<file path="config.mk">
export PLATFORM = sky130hd
export DESIGN_NAME = hazard_forward_ctrl
export DESIGN_NICKNAME = d
export VERILOG_FILES = /design/src/rtl/hazard_forward_ctrl.sv
export SDC_FILE = /design/constraint.sdc
export NUM_CORES = 1
export LEC_CHECK = 0
export ABC_AREA = 1
export CAP_MARGIN = 20
export CORE_MARGIN = 5
export CORE_UTILIZATION = 58
export DETAILED_ROUTE_END_ITERATION = 8
export PLACE_DENSITY = 0.91
export SETUP_SLACK_MARGIN = 0.2
export SYNTH_ARGS = -nofsm -noshare
export SYNTH_HDL_FRONTEND = slang
export SYNTH_SLANG_ARGS = --single-unit
</file>
<file path="constraint.sdc">
create_clock -name clk -period 5.1 [get_ports clk]
set_input_delay 0.51 -clock clk [delete_from_list [all_inputs] [get_ports clk]]
set_output_delay 0.51 -clock clk [all_outputs]
set_load 0.05 [all_outputs]
</file>
<file path="src/rtl/hazard_forward_ctrl.sv">
// Hazard/forwarding controller for the 5-stage MIPS pipeline.
// Tracks in-flight destinations in EX/MEM/WB and derives forwarding, stalls, flushes and debug counters.
module hazard_forward_ctrl #(
  parameter int REG_W = 5,
  parameter int CNT_W = 16
) (
  input  logic             clk,
  input  logic             rst,
  input  logic [REG_W-1:0] id_rs,
  input  logic [REG_W-1:0] id_rt,
  input  logic             id_uses_rs,
  input  logic             id_uses_rt,
  input  logic [REG_W-1:0] id_dest,
  input  logic             id_reg_write,
  input  logic             id_mem_read,
  input  logic             id_branch,
  input  logic             regs_equal,
  output logic             pc_write,
  output logic             ifid_write,
  output logic             stall_needed,
  output logic             ifid_flush,
  output logic             pc_src,
  output logic [2:0]       forward_a,
  output logic [2:0]       forward_b,
  output logic [CNT_W-1:0] stall_count,
  output logic [CNT_W-1:0] flush_count
);

  logic [REG_W-1:0] ex_rs, ex_rt, ex_dest, mem_dest, wb_dest;
  logic             ex_wr, ex_ld, mem_wr, mem_ld, wb_wr;
  logic             ex_hit_rs, ex_hit_rt, mem_hit_rs, mem_hit_rt;
  logic             load_use, branch_ex, branch_mem;
  logic             stall, take_branch;

  always_comb begin
    ex_hit_rs  = ex_wr  && (ex_dest  == id_rs) && (id_rs != '0);
    ex_hit_rt  = ex_wr  && (ex_dest  == id_rt) && (id_rt != '0);
    mem_hit_rs = mem_wr && (mem_dest == id_rs) && (id_rs != '0);
    mem_hit_rt = mem_wr && (mem_dest == id_rt) && (id_rt != '0);
    load_use   = ex_ld && ((id_uses_rs && ex_hit_rs) || (id_uses_rt && ex_hit_rt));
    branch_ex  = id_branch && (ex_hit_rs || ex_hit_rt);
    branch_mem = id_branch && mem_ld && (mem_hit_rs || mem_hit_rt);
    // Gating with rst lets an in-flight stall or redirect drop the moment reset rises.
    stall       = !rst && (load_use || branch_ex || branch_mem);
    take_branch = !rst && id_branch && regs_equal && !stall;
  end

  always_comb begin
    forward_a = 3'd0;
    if (mem_wr && (mem_dest == ex_rs) && (ex_rs != '0))
      forward_a = 3'd2;
    else if (wb_wr && (wb_dest == ex_rs) && (ex_rs != '0))
      forward_a = 3'd1;
  end

  always_comb begin
    forward_b = 3'd0;
    if (mem_wr && (mem_dest == ex_rt) && (ex_rt != '0))
      forward_b = 3'd2;
    else if (wb_wr && (wb_dest == ex_rt) && (ex_rt != '0))
      forward_b = 3'd1;
  end

  assign pc_write     = !stall;
  assign ifid_write   = !stall;
  assign stall_needed = stall;
  assign ifid_flush   = take_branch;
  assign pc_src       = take_branch;

  // Shadow of the datapath pipeline registers; a stall injects an all-zero bubble into EX.
  always_ff @(posedge clk or posedge rst) begin
    if (rst) begin
      ex_rs    <= '0;
      ex_rt    <= '0;
      ex_dest  <= '0;
      ex_wr    <= 1'b0;
      ex_ld    <= 1'b0;
      mem_dest <= '0;
      mem_wr   <= 1'b0;
      mem_ld   <= 1'b0;
      wb_dest  <= '0;
      wb_wr    <= 1'b0;
    end else begin
      wb_dest  <= mem_dest;
      wb_wr    <= mem_wr;
      mem_dest <= ex_dest;
      mem_wr   <= ex_wr;
      mem_ld   <= ex_ld;
      if (stall) begin
        ex_rs   <= '0;
        ex_rt   <= '0;
        ex_dest <= '0;
        ex_wr   <= 1'b0;
        ex_ld   <= 1'b0;
      end else begin
        ex_rs   <= id_uses_rs ? id_rs : '0;
        ex_rt   <= id_uses_rt ? id_rt : '0;
        ex_dest <= id_dest;
        ex_wr   <= id_reg_write;
        ex_ld   <= id_mem_read;
      end
    end
  end

  always_ff @(posedge clk or posedge rst) begin
    if (rst) begin
      stall_count <= '0;
      flush_count <= '0;
    end else begin
      if (stall && (stall_count != {CNT_W{1'b1}}))
        stall_count <= stall_count + CNT_W'(1);
      if (take_branch && (flush_count != {CNT_W{1'b1}}))
        flush_count <= flush_count + CNT_W'(1);
    end
  end

endmodule

</file>
==> results of run 1 <==
-- worst reg2reg max path: stages (launching register included) --
cell and delay, ns:
dfrtp_1 0.42, ha_1 0.24, nand3_1 0.17, inv_2 0.09, nand2_1 0.09, nor3_2 0.17, nand4_2 0.43, nand4_4 0.40
nand2_1 0.12, nand2_1 0.09
-- flip-flops by register name (all words and copies together), names as in the netlist --
register,flops
wb_wr,1
mem_dest,5
ex_dest,5
flush_count,16
stall_count,16
wb_dest,5
ex_wr,1
ex_rt,5
mem_wr,1
mem_ld,1
ex_ld,1
ex_rs,5
-- power by group through the flow --
stage          sequential [mW]  combinational, mW  clock, mW
5_1_grt                  0.587              0.321      0.647
6_report                 0.581              0.295      0.620
3_3_place_gp             0.586              0.285          0
4_1_cts                  0.580              0.295      0.624
3_5_place_dp             0.589              0.292          0
2_1_floorplan            0.651              0.125          0
-- layout make-up --
type | instances | share of cell area [%]
Timing Repair Buffer | 64 | 13.56
Sequential cell | 62 | 32.96
Multi-Input combinational cell | 351 | 40.27
Inverter | 64 | 5.104
Tap cell | 77 | 2.047
Clock buffer | 10 | 2.711
Clock inverter | 6 | 3.349
-- cell families after synthesis --
logic type	Yosys count	synth area share [%]
simple gates	292	36.93
buf+inv	79	9.175
flops	62	40.92
xor+xnor	46	10.63
compound gates	9	1.584
fa+ha+maj	2	0.6600
other cells	1	0.09891
-- cells in the mapped netlist (2+ instances only) --
cell type	count
nand2_1	145
dfrtp_1	62
inv_1	57
nor2_1	46
nand4_1	37
xor2_1	29
nand3_1	28
xnor2_1	17
nor3_1	14
buf_2	5
inv_2	5
buf_4	4
buf_6	4
nand2_2	4
nor4_1	4
a21oi_1	2
clkbuf_1	2
clkinv_1	2
ha_1	2
nand3_4	2
nor2_8	2
nor3_2	2
nor3_4	2
o22ai_1	2
-- metrics by stage --
step / power [mW] / worst slack [ns] / instance area [sq um] / utilization (%)
final: 1.495 / 1.436 / 4707 / 74.13
after global routing: 1.554 / 1.179 / 4707 / 74.13
after CTS: 1.499 / 1.443 / 4707 / 74.13
after detailed placement: 0.8814 / 1.495 / 4422 / 69.64
after global placement: 0.8709 / 1.553 / 4422 / 69.64
after floorplan: 0.7764 / 1.556 / 3795 / -
-- path summary, 6_finish.rpt --
path                                 from  cells after the start               to  slack [ns]
max in group asynchronous             rst                      3  flush_count[14]        3.53
setup reg to reg           flush_count[1]                      9   flush_count[9]        2.81
hold / removal                      ex_wr                      0           mem_wr        0.39
min in group asynchronous             rst                      3   stall_count[9]        0.99
setup / recovery                 id_rt[4]                     12       ifid_flush        1.44
hold reg to reg                     ex_wr                      0           mem_wr        0.39
-- metal layers --
layer  GRT usage [%]  up-vias  wire length, um
met1           30.79     1681             3912
met5               0        -                0
met2           38.56      151             4627
li1                -     1691                -
met3           4.667       22              599
met4           8.802        0              189
==> results.toml, run 1 <==
[setup_path]
cp.arrival_ns = 3.15
slowest_delay_ns = 0.84
cpMostUsedCell = "nand2_1"
cp-start-kind = "input port"
critPathCaptureType = "output port"
worstSetupPathType = "input port to output port"
crit_slowest_cell = "clkdlybuf4s50_1"
cp_cell_sequence = "clkdlybuf4s50_1, inv_1, nand2_1, nand2_1, nand2_1, nor2_1, nand3_1, nand2_1, nand2_2, nand3_2, nor2_1, clkdlybuf4s50_1"
cp_num_buf_inv = 3
worstPathMaxFanout = 18
cp_data_required_time_ns = 4.59
crit_family = "buffers and inverters"

[power]
cellPowerDensity_mw_per_mm2 = 317.7
switching_share_pct = 29.41
p_leak_nw = 2.288
power.switching_mw = 0.4398
peakVddDrop_v = 0.0002593
p_seq_share_pct = 38.9
p_int_mw = 1.056
clkPwrFrac_pct = 41.4
pwr-share-comb_pct = 19.7

[clock_tree]
cts_sinks = 62
htreeDepth = 3
clockRootBuffer = "clkbuf_8"
clock_latency_ns = 0.35
cts_tree = "built"
clockBufferDepth = 2
post_cts_buffers = 0
clk_pin_slew_ns = 0.07
cts_buffers = 9
cts_resized = 0
ctsHoldBuffers = 0

[routing]
avgRoutedWirePerCell_um = 14.71
post_drt_via_cell_ratio = 5.591
dr.pass1.iters = 5
wirelength_mm = 9.328
drt_first_iter_violations = 234
vias = 3545
drc_errors = 0
final_antenna_net_count = 0

[run_status]
status = "finished, final reports clean"

[sta]
period_share_pct = 71.85
setup_violations = 0
hold_ws_ns = 0.3886
finalCriticalPeriod_ns = 3.664
rsz0062_at_grt = "no"
drv_slew = 0
slew_headroom_pct = 38.65
setup-tns-final_ns = 0
worst_pin_slew_ns = 0.9203
fmax_ghz = 0.2729
finalClockSkew_ns = 0.008581
hold_viol = 0

[min_path]
hp-class = "register to register"

[yosys]
ys_types = 36
ys_async_sr_fraction_pct = 100.0
synth_top_area_share_pct = 40.92
synthCells = 491
avgSynthCellArea_sq_um = 7.721
yosysWarnings = 0
synth-seq-cells = 62
yosys.area.top_type = "dfrtp_1"
yosys_most_used_dff = "dfrtp_1"
synth_area_leaders = "dfrtp_1 41%, nand2_1 14%, xor2_1 6.7%, nand4_1 6.1%, inv_1 5.6%"
yosysSeqAreaShare_pct = 40.92
synth.cell_area_sq_mm = 0.003791
synth_edf_count = 0

[layout]
fill_cells = 434
syn_to_final_growth_pct = 24.16
layout.area.seq_sq_mm = 0.001551
layout_common_cells = "145 x nand2_1, 63 x clkdlybuf4s50_1, 62 x dfrtp_1, 57 x inv_1, 46 x nor2_1"
stdcell_count = 634
multi_input_area_sq_mm = 0.001896
layout_commonest_cell = "nand2_1"
final_nets = 577
drive_gt1_share_pct = 6.643
antenna_cells = 0

[floorplanning]
design.core.area_sq_mm = 0.006350
die_area_sq_mm = 0.008254
row_count = 29
die_width_um = 90.85
initial_core_util_pct = 59.70
io_pins = 66
die_h_um = 90.85

[global_routing]
grt.total_usage_pct = 23.54
grt_pass1_vias = 3528
grt-ovfl-total = 0
grt_pass1_wl_mm = 16.21
grt_max_degree = 80
antenna_found_initial = 0

[placed_design]
port_buffers = 63
dp_hpwl_mm = 6.523
routabilityCongestion = 0.8923
place_inst = 618

[run]
maxCapViolCount = 0
(Power assumes the default switching activity.)
==> run 2, diff against run 1 <==
Settings changed: CORE_UTILIZATION 58 to 48, PLACE_DENSITY 0.91 to 0.8.
Clock period 5.1 ns to 3.2 ns, I/O delays scaled along.
==> run 2 against run 1 <==
Net effect: wire length is 4.7% lower; utilization decreased by 13 points; sequential share of layout area shrank 0.27 points; register-to-register slack got worse by 1.8 ns; count of clock-buffer cells in the layout up 2; via count fell by 4.0%; final cell count rose by 4.3%; die area increased by 18%; non-clock buffer count increased by 2; sequential power grew 59%; highest routed layer unchanged; global-route usage shrank 4.6 points.
==> results.toml, run 2 (synthesized netlist as in run 1, its figures left out) <==
[sta]
setup_violations = 0
slew_headroom_pct = 56.59
rsz0062_at_grt = "no"
hold_viol = 0
finalClockSkew_ns = 0.009882
finalCriticalPeriod_ns = 2.655
period_share_pct = 82.97
worst_pin_slew_ns = 0.6511
fin_ws_ns = 0.5450
setup-tns-final_ns = 0
drv_slew = 0
fmax_ghz = 0.3767

[floorplanning]
die_width_um = 98.87
io_pins = 66
row_count = 32
initial_core_util_pct = 49.06
die_h_um = 98.87
design.core.area_sq_mm = 0.007727
die_area_sq_mm = 0.009775

[routing]
final_antenna_net_count = 0
vias = 3403
dr.pass1.iters = 5
drc_errors = 0
drt_first_iter_violations = 162
avgRoutedWirePerCell_um = 13.45
post_drt_via_cell_ratio = 5.148
wirelength_mm = 8.893

[placed_design]
post-place-ws_ns = 0.5612
routabilityCongestion = 0.8752
port_buffers = 63
dp_hpwl_mm = 6.695
place_inst = 645

[global_routing]
grt-ovfl-total = 0
grt_pass1_vias = 3469
antenna_found_initial = 0
grt_max_degree = 58
grt.total_usage_pct = 18.95
grt_pass1_wl_mm = 15.35

[layout]
multi_input_area_sq_mm = 0.001908
antenna_cells = 0
drive_gt1_share_pct = 8.050
stdcell_count = 661
layout_common_cells = "145 x nand2_1, 62 x dfrtp_1, 58 x clkdlybuf4s50_1, 57 x inv_1, 46 x nor2_1"
final_core_util_pct = 61.42
fill_cells = 628
reg_top3 = "flush_count (16), stall_count (16)"
syn_to_final_growth_pct = 25.18
layout.area.seq_sq_mm = 0.001551
layout_commonest_cell = "nand2_1"
final_nets = 579

[power]
report.power.total_mw = 2.139
p_leak_nw = 2.300
peakVddDrop_v = 0.0003987
cellPowerDensity_mw_per_mm2 = 450.6

[min_path]
hp-class = "register to register"
holdPathStages = 0
holdPathEnd = "mem_wr"
hold_start = "ex_wr"

[setup_path]
critPathCaptureType = "output port"
r2r_setup_slack_ns = 0.99
worstSetupPathType = "input port to output port"
cp_data_required_time_ns = 2.88
cp.arrival_ns = 2.33
cp-start-kind = "input port"
worstPathMaxFanout = 19
regToRegEndpoint = "flush_count[11]"
rr_worst_depth = 9
rr_startpoint = "flush_count[0]"
startpoint = "id_rs[0]"

[run_status]
status = "finished, final reports clean"

[clock_tree]
ctsHoldBuffers = 0
clockBufferDepth = 2
cts_tree = "built"
cts_resized = 0
cts_buffers = 9
clockRootBuffer = "clkbuf_8"
clock_latency_ns = 0.33
cts_sinks = 62
clk_pin_slew_ns = 0.06
htreeDepth = 3
post_cts_buffers = 0

[run]
maxCapViolCount = 0
-- run 2: cell types whose count changed in the layout (fill, tap and decap cells not counted), sizes merged --
cell	delta
clkbuf	+2
buf	+7
clkinv	+2
bufinv	-3
clkinvlp	-1
clkdlybuf4s50	-5
-- run 2: critical path: stages --
cell             delay [ns]
clkdlybuf4s50_1        0.59
inv_1                  0.09
nand2_1                0.07
nand3_1                0.08
nor2_1                 0.15
nand2_1                0.08
nand2_1                0.07
nand2_1                0.08
nand2_2                0.15
nor2_8                 0.10
nor2_8                 0.27
inv_2                  0.11
buf_12                 0.16
-- run 2: layout make-up --
type | instances | area share, %
multi-input cells | 351 | 40.21
clock buffers | 12 | 3.058
repair buffers | 66 | 14.82
well taps | 102 | 2.689
clock inverters | 4 | 1.476
inverters | 64 | 5.062
flip-flops and latches | 62 | 32.69
-- run 2: how the worst max path moves through the flow --
stage,endpoint,slack [ns],cells after the start
2_1_floorplan,ex_dest[0],0.21,2
3_3_place_gp,pc_write,0.65,13
3_5_place_dp,pc_write,0.56,13
4_1_cts,forward_b[1],0.53,5
5_1_grt,pc_write,0.37,13
6_report,pc_write,0.55,13
-- run 2: metal layers --
layer  track usage, %  vias to the layer above  wire length, um  share of wire [%]
li1                 -                     1696                -                  -
met1            23.14                     1596             3852                 43
met2            31.97                       98             4347                 49
met3            4.600                       13              536                6.0
met4            7.878                        0              156                1.8
met5                0                        -                0                  0
-- run 2: through the flow --
stage | hold slack (ns) | instance area, sq um
after global placement | 0.3619 | 4531
final | 0.3874 | 4746
after global routing | 0.4093 | 4746
after CTS | 0.3929 | 4746
after detailed placement | 0.3693 | 4531
after floorplan | 0.3487 | 3807
-- run 2: report_power, final --
part	total, mW	switching, mW	internal, mW	leakage [nW]
Combinational	0.477	0.304	0.173	1.39
Clock	0.736	0.278	0.458	0.110
Sequential	0.926	0.0845	0.841	0.803
